## src/rtl/key_event_scheduler.sv

```systemverilog
// Queues keypad press pulses in a small FIFO and hands them to one consumer
// over valid/ready, with a programmable hold-off gap and a lost-event counter.
module key_event_scheduler #(
  parameter int unsigned DEPTH      = 4,
  parameter int unsigned GAP_CYCLES = 1000000
) (
  input  logic                     clk,
  input  logic                     rst,
  input  logic                     key_d,
  input  logic                     key_l,
  input  logic                     key_e,
  input  logic                     key_r,
  input  logic                     key_u,
  input  logic                     flush,
  input  logic                     ev_ready,
  output logic                     ev_valid,
  output logic [2:0]               ev_code,
  output logic [$clog2(DEPTH):0]   level,
  output logic [7:0]               drop_cnt
);

  localparam int unsigned AW = $clog2(DEPTH);
  localparam int unsigned LW = AW + 1;
  localparam int unsigned CW = (GAP_CYCLES > 1) ? $clog2(GAP_CYCLES) : 1;

  localparam logic [2:0] CODE_D = 3'd0;
  localparam logic [2:0] CODE_L = 3'd1;
  localparam logic [2:0] CODE_E = 3'd2;
  localparam logic [2:0] CODE_R = 3'd3;
  localparam logic [2:0] CODE_U = 3'd4;

  typedef enum logic [1:0] {IDLE, PRESENT, HOLDOFF} state_t;

  state_t          state, state_nxt;
  logic [CW-1:0]   cnt, cnt_nxt;
  logic            valid_nxt;
  logic [2:0]      code_nxt;
  logic            pop;
  logic            push;
  logic            any_key;
  logic            full;
  logic [2:0]      win_code;
  logic [2:0]      n_keys;
  logic [2:0]      drop_inc;
  logic [8:0]      drop_sum;
  logic [7:0]      drop_nxt;
  logic [AW-1:0]   wr_ptr, rd_ptr;
  logic [2:0]      mem [DEPTH];

  // Collision resolution: E > U > D > L > R; every non-winning pulse is lost.
  always_comb begin
    any_key  = key_d | key_l | key_e | key_r | key_u;
    n_keys   = 3'(key_d) + 3'(key_l) + 3'(key_e) + 3'(key_r) + 3'(key_u);
    win_code = CODE_D;
    if (key_e)      win_code = CODE_E;
    else if (key_u) win_code = CODE_U;
    else if (key_d) win_code = CODE_D;
    else if (key_l) win_code = CODE_L;
    else if (key_r) win_code = CODE_R;
  end

  // A full FIFO still accepts when the head leaves in the same cycle.
  always_comb begin
    full     = (level == LW'(DEPTH));
    push     = any_key && !flush && (!full || pop);
    drop_inc = 3'd0;
    if (any_key && !flush)
      drop_inc = (n_keys - 3'd1) + (push ? 3'd0 : 3'd1);
    drop_sum = 9'(drop_cnt) + 9'(drop_inc);
    drop_nxt = (drop_sum > 9'd255) ? 8'hFF : drop_sum[7:0];
  end

  // Output FSM: next state and registered ev_valid/ev_code values.
  always_comb begin
    state_nxt = state;
    valid_nxt = ev_valid;
    code_nxt  = ev_code;
    cnt_nxt   = cnt;
    pop       = 1'b0;
    if (flush) begin
      state_nxt = IDLE;
      valid_nxt = 1'b0;
      cnt_nxt   = '0;
    end else begin
      case (state)
        IDLE: begin
          if (level != '0) begin
            state_nxt = PRESENT;
            valid_nxt = 1'b1;
            code_nxt  = mem[rd_ptr];
          end
        end
        PRESENT: begin
          if (ev_valid && ev_ready) begin
            pop       = 1'b1;
            valid_nxt = 1'b0;
            if (GAP_CYCLES == 0) begin
              state_nxt = IDLE;
            end else begin
              state_nxt = HOLDOFF;
              cnt_nxt   = CW'(GAP_CYCLES - 1);
            end
          end
        end
        HOLDOFF: begin
          if (cnt == '0) state_nxt = IDLE;
          else           cnt_nxt   = cnt - CW'(1);
        end
        default: state_nxt = IDLE;
      endcase
    end
  end

  always_ff @(posedge clk or negedge rst) begin
    if (!rst) begin
      state    <= IDLE;
      cnt      <= '0;
      ev_valid <= 1'b0;
      ev_code  <= 3'd0;
      wr_ptr   <= '0;
      rd_ptr   <= '0;
      level    <= '0;
      drop_cnt <= 8'd0;
    end else begin
      state    <= state_nxt;
      cnt      <= cnt_nxt;
      ev_valid <= valid_nxt;
      ev_code  <= code_nxt;
      drop_cnt <= drop_nxt;
      if (flush) begin
        wr_ptr <= '0;
        rd_ptr <= '0;
        level  <= '0;
      end else begin
        if (push) wr_ptr <= wr_ptr + AW'(1);
        if (pop)  rd_ptr <= rd_ptr + AW'(1);
        if (push && !pop)      level <= level + LW'(1);
        else if (pop && !push) level <= level - LW'(1);
      end
    end
  end

  // Storage needs no reset: an entry is only read after it has been written.
  always_ff @(posedge clk) begin
    if (push) mem[wr_ptr] <= win_code;
  end

endmodule

```

## config.mk

```make
export PLATFORM = sky130hd
export DESIGN_NAME = key_event_scheduler
export DESIGN_NICKNAME = d
export VERILOG_FILES = /design/src/rtl/key_event_scheduler.sv
export SDC_FILE = /design/constraint.sdc
export NUM_CORES = 1
export LEC_CHECK = 0
export BUFFER_PORTS_ARGS = -buffer_cell sky130_fd_sc_hd__buf_2
export CAP_MARGIN = 25
export CORE_MARGIN = 4
export CORE_UTILIZATION = 25
export CTS_CLUSTER_DIAMETER = 80
export CTS_CLUSTER_SIZE = 25
export DETAILED_ROUTE_END_ITERATION = 7
export PLACE_DENSITY_LB_ADDON = 0.3
export SYNTH_ARGS = -nofsm -noshare
export SYNTH_HDL_FRONTEND = slang
export SYNTH_SLANG_ARGS = --single-unit
```

## constraint.sdc

```tcl
create_clock -name clk -period 4.8 [get_ports clk]
set_input_delay 0.72 -clock clk [delete_from_list [all_inputs] [get_ports clk]]
set_output_delay 0.72 -clock clk [all_outputs]
set_load 0.01 [all_outputs]
```

# == Word-level counts from Yosys, hierarchy flattened ==
# Memories as Yosys holds them, arrays and structs flattened. A register that Yosys moved wholly into a read port is not among the register bits.
# Cells that the tools add are included.
# word_totals
reg_bits,38
ram_bits,12
input_bits,9
word_cells,89
n_memories,1
# op_classes
addsub,12
order_cmp,1
n_eq_ne,7
n_mux,33
n_bitwise,5
reduce_logical,23
# mem_list
memory,depth,word_bits,rd,rd_clocked_by_memory_dff,write_ports,line,rtl
mem,4,3,1,1,1,48,logic [2:0] mem [DEPTH];
# op_table
cell,n
two-way mux 20 bit,3
case mux 20 bit (2 select lines),1
two-way mux 2 bit,11
zero test 20 bit,1
subtractor 20 x 1 -> 20 bit (second input constant),1
two-way mux 3 bit,6
!= test 3 bit (second input constant),4
AND reduction 3 bit,4
nonzero test 3 bit,4
adder 3 x 1 -> 3 bit,3
adder 8 x 3 -> 9 bit,1
greater-than comparator 9 x 8 -> 1 bit (second input constant),1
two-way mux 1 bit,9
two-way mux 8 bit,1
case mux 2 bit (3 select lines),1
subtractor 3 x 1 -> 3 bit (second input constant),2
logical AND 1 bit,5
zero test 1 bit,5
adder 2 x 1 -> 2 bit (second input constant),2
bitwise OR 1 bit,4
nonzero test 2 bit,2
adder 2 x 1 -> 3 bit,1
adder 3 x 1 -> 3 bit (second input constant),1
equality test 3 bit (second input constant),1
other kinds (7),7

# == Logic depth before layout (Yosys ltp) ==
# Gate-level depths: netlist of run 1.
# depth
ltp_word,12
ltp_mapped,17

# == Worst setup path after synthesis of run 1 ==
# OpenSTA, ideal clock, no wires.
# synth_timing
kind,input -> register
from,in ev_ready
to,reg drop_cnt[5]
setup_time_ns,0.126
arrival_ns,3.945
t_required_ns,4.674
path_slack_ns,0.729
path_stages,16
n_path_buf,0
path_cell_list,nand4b_1 a311oi_2 inv_1 fa_1 inv_1 fa_1 inv_1 fa_1 nand2_1 inv_1 ha_1 a21o_1 a21oi_1 nor2_1 xnor2_1 nand2_1
# synth_via
elab_chain_cells,12
# synth_rtl
element,line,rtl
start: declaration,15,"input logic ev_ready,"
logical AND 1 bit *,94,if (ev_valid && ev_ready) begin
two-way mux 1 bit *,94,
two-way mux 1 bit *,85,case (state)
two-way mux 1 bit *,80,if (flush) begin
logical OR 1 bit *,65,push = any_key && !flush && (!full || pop);
logical AND 1 bit *,65,
two-way mux 1 bit *,68,drop_inc = (n_keys - 3'd1) + (push ? 3'd0 : 3'd1);
adder 3 x 1 -> 3 bit *,68,
two-way mux 3 bit *,67,if (any_key && !flush)
adder 8 x 3 -> 9 bit *,69,drop_sum = 9'(drop_cnt) + 9'(drop_inc);
greater-than comparator 9 x 8 -> 1 bit,70,drop_nxt = (drop_sum > 9'd255) ? 8'hFF : drop_sum[7:0];
two-way mux 8 bit *,70,
named net drop_nxt[5],46,logic [7:0] drop_nxt;
end signal: assignment,129,drop_cnt <= drop_nxt;
end: declaration,19,output logic [7:0] drop_cnt
# Mark *: on every way through the listed nets, which the timed path passes. The rest lies on a longest branch.
# A chain may end at the register's enable or synchronous reset.

# == Worst setup path in the final report of run 1 ==
# layout_timing
from,in key_u
to,reg drop_cnt[0]
# layout_via
elab_chain_cells,9
word_cells_on_any_way,11
classes_between,4 x add/sub; 1 x order compare; 3 x mux; 1 x bitwise; 2 x reduce/logical
# layout_rtl
element,line,rtl
start: declaration,13,"input logic key_u,"
"parallel branches: the longest is 5 deep, another holds adder 3 x 1 -> 3 bit",n/a,
two-way mux 3 bit *,67,
adder 8 x 3 -> 9 bit *,69,
greater-than comparator 9 x 8 -> 1 bit,70,
two-way mux 8 bit *,70,
named net drop_nxt[0],46,
# Mark *: on every way through the listed nets, which the timed path passes.

==> out/qor.csv, run 1 <==
metric;value;unit
Final GP Congestion;0.799;
Syn Area/Cell;10.2;µm²
HP Class;primary input to asynchronous set/reset pin;
synth warn;0;
pin count of the biggest net entering global routing;42;
clk buf depth;2;
max_cap viols;0;
Primary FF master, synth;dfrtp_1;
most frequent cells in the layout;dfrtp_1 (41), nor2_1 (33), buf_2 (23);
Num Clock Sinks;53;
area growth from synthesis to layout;15.6;%
Final Setup Violations;0;
Reg2Reg Setup Slack;710;ps
Post-synth EDFFs;12;
static leakage;1.43;nW
vias in the first global route;2089;
# Post-CTS Setup Buffers;0;
kind of critical path;primary input to flop;
Post-Layout Inst Area;0.00338;mm²
Placeable Area;0.0114;mm²
Worst VDD drop;0.295;mV
Die X;116;µm
critical path peak fanout;8;
CP Capture Type;flop;
synthesized cell area;0.00292;mm²
Setup TNS;0;ps
post-CTS sizing;0;
RSZ-0062 raised after global routing;false;
TritonCTS clock tree;yes;
Cell Rows;39;
antenna violations before repair;0;
total track usage;0.0961;
Routed WL per cell;13.6;µm
post-route ant nets;0;
layout cells sized above 1;0.162;
Die ar.;0.0135;mm²
first-pass GRT wire length;10.6;mm
Starting DRT DRC Count;110;
fmax;243;MHz
final layout net count;336;
ys async rst share;0.774;
syn nets;309;
crit path cell chain;buf_2 > or3_1 > nor3_2 > a311oi_2 > inv_1 > fa_1 > inv_1 > fa_1 > nor3_1 > ha_1 > inv_1 > fa_1 > inv_1 > a21oi_1 > nor2_1 > nand3_1 > nand2b_1;
total routed wirelength;6.20;mm
hpwl dp;4.49;mm
max incr delay on CP;530;ps
crit start category;primary input;
# IOs;24;
max_slew headroom;0.432;
final clock skew;8.81;ps
Final period util;0.857;
Power Dens Cells;560;mW/mm²
antenna cells;0;
Seq/Total Area, Yosys;0.475;
number of buffers created by CTS;5;
H-tree depth;2;
WP data arrival;4330;ps
endpoints failing hold;0;
Distinct cells, synth;55;
Post-CTS Hold Fix Bufs;0;
CTS clk-pin slew, worst paths;80;ps
# DRC;0;
Vert. Die Dim;116;µm
DR vias;2226;
Worst Path Required;5020;ps
worst skew pair latency;290;ps
outcome;complete, no violations;
Post-DP Area;0.00321;mm²
GRT Residual Overflow;0;
DR vias/cell;4.87;
Clock Tree Root;clkbuf_16;
Pre-antenna DRT Iters;4;
most frequent CP cell;inv_1;
initial core utilization;0.256;
crit path from;key_u;
min Tclk post-route;4110;ps
commonest non-fill, non-tap cell in the layout;dfrtp_1;
Synth Register Bits;53;
CP max stage cell;fa_1;
IO buf count;23;
Cells after Synth;286;
final slew viol count;0;
Reg-to-Reg Start;state[1];
Least-Margin Pin Slew;841;ps
-- per-stage QoR --
stage | cells | utilization | setup WS (ps) | hold WS, ps | power (mW)
after floorplan | 286 | - | 729 | 424 | 1.30
after global placement | 448 | 0.281 | 475 | 484 | 1.53
after detailed placement | 448 | 0.281 | 384 | 479 | 1.54
after CTS | 456 | 0.294 | 698 | 506 | 1.91
after global routing | 457 | 0.296 | 353 | 267 | 2.06
final | 457 | 0.296 | 686 | 266 | 1.89
-- synthesized netlist by cell type (all sizes together) (2+ instances only) --
| cell type | number | area share |
|---|---|---|
| or4 | 3 | 0.0090 |
| mux2 | 3 | 0.012 |
| nor2b | 4 | 0.0086 |
| fa | 5 | 0.034 |
| xnor2 | 5 | 0.015 |
| and2 | 4 | 0.0086 |
| o31ai | 2 | 0.0051 |
| clkbuf | 4 | 0.0051 |
| nor4 | 4 | 0.014 |
| buf | 3 | 0.0051 |
| or2 | 3 | 0.0073 |
| a22o | 3 | 0.0090 |
| nand3 | 5 | 0.0086 |
| nor3 | 19 | 0.036 |
| edfxtp | 12 | 0.12 |
| o21a | 2 | 0.0051 |
| and3 | 2 | 0.0043 |
| ha | 9 | 0.039 |
| a22oi | 3 | 0.0077 |
| nand2b | 6 | 0.013 |
| inv | 20 | 0.026 |
| o21ai | 14 | 0.024 |
| or3 | 4 | 0.0086 |
| nor2 | 34 | 0.046 |
| nand2 | 18 | 0.023 |
| nor4b | 2 | 0.0081 |
| a31oi | 9 | 0.021 |
| xor2 | 3 | 0.0090 |
| a211oi | 4 | 0.010 |
| a21oi | 16 | 0.027 |
| dfrtp | 41 | 0.35 |
| a21o | 2 | 0.0051 |
| mux4 | 3 | 0.023 |
| a311oi | 4 | 0.014 |
-- routing by layer --
metal,track usage,up-vias,share of wire
met2,0.148,32,0.45
met4,0.0139,0,0.0065
met5,0,-,0
li1,-,1089,-
met3,0.0176,2,0.024
met1,0.144,1103,0.52
-- worst paths after layout --
| path | end | cells past startpoint |
|---|---|---|
| max | drop_cnt[0] | 17 |
| min | ev_code[2] | 1 |
| max reg2reg | drop_cnt[0] | 15 |
| min reg2reg | ev_code[1] | 1 |
| max in group asynchronous | cnt[14] | 2 |
| min in group clk | ev_code[1] | 1 |
-- report_power, final --
group / switching [mW] / internal (mW)
logic: 0.491 / 0.330
clock network: 0.168 / 0.196
registers: 0.121 / 0.585
total: 0.780 / 1.11
-- cells by family after synthesis --
logic type	after synthesis	share of synthesized area
buf+inv	27	0.0360
mux	6	0.0347
compound gates	65	0.149
simple gates	113	0.209
flops	53	0.475
xor+xnor	8	0.0240
fa+ha+maj	14	0.0728
-- state kept, by name, indices dropped and copies added (netlist names) --
register	cells
wr_ptr	2
cnt	20
ev_valid	1
state	2
mem	12
rd_ptr	2
level	3
ev_code	3
drop_cnt	8
-- layout make-up --
class | instances | area (µm²)
fillers | 1214 | 8040
repair buffers | 27 | 158
well taps | 143 | 179
multi-input cells | 206 | 1430
clock inverters | 3 | 25.0
flip-flops and latches | 53 | 1390
clock buffers | 5 | 125
inverters | 20 | 75.1
-- worst max-delay path: cells and delay by family --
kind	cells	cell delay, ps
buffers and inverters	5	470
adders and majority gates	4	1580
AOI/OAI and AO/OA	2	560
and+or+nand+nor	6	980
(Power assumes the default switching activity.)
==> inputs of run 2 (changes only) <==
--- a/config.mk
+++ b/config.mk
@@ -5,9 +5,9 @@
 export SDC_FILE = /design/constraint.sdc
 export NUM_CORES = 1
 export LEC_CHECK = 0
+export ABC_AREA = 1
 export BUFFER_PORTS_ARGS = -buffer_cell sky130_fd_sc_hd__buf_2
-export CAP_MARGIN = 25
-export CORE_MARGIN = 4
+export CAP_MARGIN = 20
 export CORE_UTILIZATION = 25
 export CTS_CLUSTER_DIAMETER = 80
 export CTS_CLUSTER_SIZE = 25
==> run 2 against run 1 <==
Flip-flop and latch count unchanged. Register-to-register slack better by 290 ps. Wire length increased by 10%. Clock-buffer cell count is the same. Global-route usage grew 2.1 points. Critical path depth increased by 1. Non-clock buffer count decreased by 2. Highest routed layer unchanged.
==> out/qor.csv, run 2 <==
metric;value;unit
outcome;complete, no violations;
vias in the first global route;2641;
Die ar.;0.0131;mm²
clock share of power;0.203;
Vert. Die Dim;115;µm
area growth from synthesis to layout;14.6;%
Seq/Total Area, Yosys;0.437;
crit path cell chain;buf_2 > nor2_1 > nand4_1 > o211ai_2 > fa_1 > inv_1 > fa_1 > inv_1 > fa_1 > nand3_1 > fa_1 > inv_1 > nand2_1 > inv_1 > nor2_1 > nor3_1 > nand3_1 > o21ai_0;
Synth area leader;dfrtp_1;
share of the synthesized area in the top cell type;0.324;
DR vias/cell;4.35;
Placeable Area;0.0122;mm²
static leakage;1.84;nW
antenna violations before repair;0;
Cells after Synth;416;
switching share of power;0.428;
total track usage;0.118;
ys async rst share;0.774;
CP max stage cell;fa_1;
Top delay family on crit path;adder cells;
Starting DRT DRC Count;146;
Power Dens Cells;519;mW/mm²
RSZ-0062 raised after global routing;false;
min Tclk post-route;3910;ps
clk buf depth;2;
Synth Register Bits;53;
Internal;1.08;mW
Worst Path Required;5020;ps
final clock skew;7.51;ps
post-route ant nets;0;
fmax;255;MHz
initial core utilization;0.261;
commonest non-fill, non-tap cell in the layout;nand2_1;
critical path peak fanout;7;
max_slew headroom;0.382;
Cell Rows;40;
CTS clk-pin slew, worst paths;70;ps
hpwl dp;5.08;mm
synthesized cell area;0.00317;mm²
HP Class;primary input to asynchronous set/reset pin;
WP data arrival;4140;ps
TritonCTS clock tree;yes;
Die X;115;µm
Pre-antenna DRT Iters;4;
Reg power frac;0.358;
# Post-CTS Setup Buffers;0;
cell with the most instances after synthesis;nand2_1;
crit start category;primary input;
Final GP Congestion;0.806;
Setup TNS;0;ps
synth warn;0;
GRT Residual Overflow;0;
Distinct cells, synth;34;
Switch Pwr;807;µW
# IOs;24;
Clock Tree Root;clkbuf_16;
CP Capture Type;flop;
first-pass GRT wire length;12.2;mm
endpoints failing hold;0;
layout cells sized above 1;0.106;
largest registers;cnt: 20 flops, mem: 12 flops, drop_cnt: 8 flops;
final layout net count;464;
H-tree depth;2;
Post-synth EDFFs;12;
Comb power frac;0.439;
IO buf count;23;
Primary FF master, synth;dfrtp_1;
Worst VDD drop;0.222;mV
post-CTS sizing;0;
final slew viol count;0;
number of buffers created by CTS;5;
kind of critical path;primary input to flop;
Final period util;0.815;
total routed wirelength;6.85;mm
Routed WL per cell;11.2;µm
Syn Area/Cell;7.62;µm²
# DRC;0;
syn nets;439;
Largest register FFs;20;
most frequent cells in the layout;nand2_1 (113), nor2_1 (67), inv_1 (58);
Power Total;1.88;mW
max incr delay on CP;470;ps
Final Setup Violations;0;
Num Clock Sinks;53;
max_cap viols;0;
pin count of the biggest net entering global routing;42;
antenna cells;0;
Bufs and invs on worst path;5;
Most flops, register;cnt;
Least-Margin Pin Slew;915;ps
worst skew pair latency;300;ps
main area contributors after synthesis;dfrtp_1 (32%), nand2_1 (13%), edfxtp_1 (11%);
Post-CTS Hold Fix Bufs;0;
Synth top cells by count;nand2_1 (113), nor2_1 (67), inv_1 (58);
DR vias;2655;
==> run 2: path summary, 6_finish.rpt <==
path | start | end | slack, ps | cells past startpoint
max in group asynchronous | rst | level[1] | 4070 | 2
worst max-delay path | key_l | drop_cnt[2] | 890 | 18
worst max register to register | state[0] | drop_cnt[2] | 1000 | 17
worst min-delay path | rst | cnt[16] | 280 | 1
worst min register to register | cnt[0] | cnt[0] | 490 | 2
min in group clk | cnt[0] | cnt[0] | 490 | 2
==> run 2: metrics by stage <==
step	instances	instance area [µm²]	worst slack [ps]	utilization	hold slack, ps
3_3_place_gp	601	3460	673	0.284	468
5_1_grt	610	3630	466	0.299	292
2_1_floorplan	416	3170	997	-	424
4_1_cts	609	3610	870	0.297	494
6_report	610	3630	886	0.299	278
3_5_place_dp	601	3460	555	0.284	473
==> run 2: metal layers <==
metal,wire [µm],GRT usage,vias up
met4,103,0.0390,0
met1,3290,0.152,1219
li1,-,-,1367
met5,0,0,-
met2,3140,0.194,59
met3,307,0.0259,10
==> run 2: logic make-up after synthesis <==
group,Yosys count,synth area share
XOR/XNOR,6,0.0166
buffers and inverters,65,0.0829
AO/OA/AOI/OAI,43,0.0778
AND/OR/NAND/NOR,235,0.318
adder cells (fa/ha/maj),14,0.0671
flip-flops,53,0.437
==> run 2: layout make-up <==
class / instances / area [µm²]
Tap cell: 168 / 210
Clock inverter: 3 / 28.8
Clock buffer: 5 / 125
Fill cell: 1321 / 8530
Sequential cell: 53 / 1390
Multi-Input combinational cell: 298 / 1520
Timing Repair Buffer: 25 / 143
Inverter: 58 / 218
==> run 2: power groups by stage <==
| stage | Clock [mW] | Combinational [mW] | Sequential [mW] |
|---|---|---|---|
| floorplan | 0 | 0.615 | 0.686 |
| global placement | 0 | 0.822 | 0.681 |
| detailed placement | 0 | 0.834 | 0.681 |
| CTS | 0.394 | 0.836 | 0.674 |
| global route | 0.417 | 0.972 | 0.691 |
| finish | 0.383 | 0.828 | 0.674 |
==> inputs of run 3 (changes only) <==
==> constraint.sdc (replaced) <==
create_clock -name clk -period 3.5 [get_ports clk]
set_input_delay 0.525 -clock clk [delete_from_list [all_inputs] [get_ports clk]]
set_output_delay 0.525 -clock clk [all_outputs]
set_load 0.01 [all_outputs]
==> run 3 against run 2 <==
Worst setup slack worse by 710 ps. Clock skew increased by 1.2 ps. Flip-flop and latch count unchanged. Sequential share of layout area is 2.2 points lower. Via count rose by 3.5%. Design area rose by 6.0%. Non-clock buffer count is 21 higher. Worst hold slack worse by 63 ps. Critical endpoint is now drop_cnt[6]. Sequential power is 35% higher. Wire length is 2.1% higher. Largest cell class unchanged.
==> out/qor.csv, run 3 (synthesized netlist as in run 2, its figures left out) <==
metric;value;unit
worst skew pair latency;300;ps
Clock Tree Root;clkbuf_16;
kind of critical path;flop to flop;
largest registers;cnt: 20 flops, mem: 12 flops, drop_cnt: 8 flops;
antenna cells;0;
clk buf depth;2;
Placeable Area;0.0122;mm²
Starting DRT DRC Count;98;
first-pass GRT wire length;11.8;mm
max incr delay on CP;500;ps
Internal;1.55;mW
final layout net count;485;
number of buffers created by CTS;5;
RSZ-0062 raised after global routing;true;
antenna violations before repair;0;
Most flops, register;cnt;
area growth from synthesis to layout;21.5;%
Worst Path Required;3690;ps
Post-CTS Hold Fix Bufs;0;
DR vias;2748;
vias in the first global route;2655;
# DRC;0;
endpoints failing hold;0;
switching share of power;0.426;
max_cap viols;0;
Least-Margin Pin Slew;836;ps
GRT Residual Overflow;0;
CTS clk-pin slew, worst paths;80;ps
Die X;115;µm
min Tclk post-route;3330;ps
crit start category;flop;
initial core utilization;0.261;
Pre-antenna DRT Iters;4;
Largest register FFs;20;
Power Dens Cells;701;mW/mm²
final clock skew;8.71;ps
Power Total;2.70;mW
H-tree depth;2;
# IOs;24;
outcome;complete, no violations;
static leakage;1.94;nW
Num Clock Sinks;53;
Final period util;0.951;
Vert. Die Dim;115;µm
DR vias/cell;4.35;
critical path peak fanout;2;
Switch Pwr;1.15;mW
clock share of power;0.193;
HP Class;primary input to asynchronous set/reset pin;
CP max stage cell;fa_1;
WP data arrival;3520;ps
Post-DP Area;0.00358;mm²
setup ws final;172;ps
Post-Layout Inst Area;0.00385;mm²
most frequent CP cell;inv_2;
Worst VDD drop;0.326;mV
final slew viol count;0;
commonest non-fill, non-tap cell in the layout;nand2_1;
Routed WL per cell;11.1;µm
fill cell count;1298;
pin count of the biggest net entering global routing;42;
Die ar.;0.0131;mm²
most frequent cells in the layout;nand2_1 (111), nor2_1 (65), inv_1 (51);
TritonCTS clock tree;yes;
CP Capture Type;flop;
post-route ant nets;0;
hpwl dp;5.10;mm
IO buf count;23;
layout cells sized above 1;0.188;
Comb power frac;0.469;
Reg power frac;0.338;
Final Setup Violations;0;
max_slew headroom;0.436;
fmax;300;MHz
total track usage;0.113;
pre-CTS setup slack;-104;ps
Setup TNS;0;ps
Min Hold Slack;214;ps
total routed wirelength;6.99;mm
Cell Rows;40;
Final GP Congestion;0.815;
crit path cell chain;inv_2 > nand4_1 > inv_2 > o211ai_2 > fa_1 > inv_2 > fa_2 > inv_2 > fa_1 > nand3_2 > fa_2 > inv_2 > nand2_2 > inv_2 > nor2_4 > nor3_4 > buf_4 > xor2_1 > nand2_1;
==> run 3: cell count changes in the layout (fill, tap and decap cells not counted), moves of 2 or more <==
| cell | delta |
|---|---|
| buf_4 | +21 |
| fa_1 | -2 |
| fa_2 | +2 |
| inv_1 | -7 |
| inv_2 | +7 |
| nand2_1 | -2 |
| nand2_2 | +2 |
| nand3_1 | -3 |
| nand3_2 | +3 |
| nor2_1 | -2 |
| nor3_1 | -2 |
==> run 3: layer usage <==
| metal | vias to the layer above | GRT usage | routed length [µm] |
|---|---|---|---|
| li1 | 1411 | - | - |
| met1 | 1278 | 0.143 | 3390 |
| met2 | 51 | 0.193 | 3250 |
| met3 | 8 | 0.0270 | 284 |
| met4 | 0 | 0.0329 | 69 |
| met5 | - | 0 | 0 |
==> run 3: area by class of cell <==
class / count / area, µm² / area share
Clock buffer: 5 / 125 / 0.0325
Clock inverter: 3 / 28.8 / 0.00747
Multi-Input combinational cell: 298 / 1570 / 0.409
Tap cell: 168 / 210 / 0.0546
Inverter: 58 / 218 / 0.0565
Sequential cell: 53 / 1390 / 0.360
Timing Repair Buffer: 46 / 308 / 0.0799
==> run 3: final timing paths <==
path	startpoint	slack, ps	cells past startpoint	to
worst max register to register	state[1]	170	19	drop_cnt[6]
worst min-delay path	rst	210	1	state[0]
max in group asynchronous	rst	2780	2	cnt[8]
worst min register to register	cnt[0]	480	2	cnt[0]
min in group clk	cnt[0]	480	2	cnt[0]
worst max-delay path	state[1]	170	19	drop_cnt[6]
==> run 3: through the flow <==
step | std cells | util
6_report | 631 | 0.317
5_1_grt | 631 | 0.317
4_1_cts | 625 | 0.307
3_5_place_dp | 617 | 0.295
3_3_place_gp | 617 | 0.295
2_1_floorplan | 416 | -
==> run 3: power by group through the flow <==
stage                     Sequential, mW  Combinational [mW]  Clock, mW
after floorplan                    0.941               0.847          0
after global placement             0.917                1.19          0
after detailed placement           0.919                1.21          0
after CTS                          0.909                1.21      0.544
after global routing               0.934                1.46      0.563
final                              0.913                1.26      0.521
==> run 3: critical path: cells and delay by family (launching register included) <==
kind | cells | cell delay, ps
and+or+nand+nor | 6 | 540
adders and majority gates | 4 | 1480
xor gates and xnor gates | 1 | 130
AOI/OAI and AO/OA | 1 | 110
buffers and inverters | 7 | 550
DFF | 1 | 390
==> run 3: repair_timing <==
item                                   in CTS  in global routing
endpoints found under the hold margin       0                  0
setup buffers                               0                  5
resized for setup                           0                 20
setup endpoints to repair                   0                  8
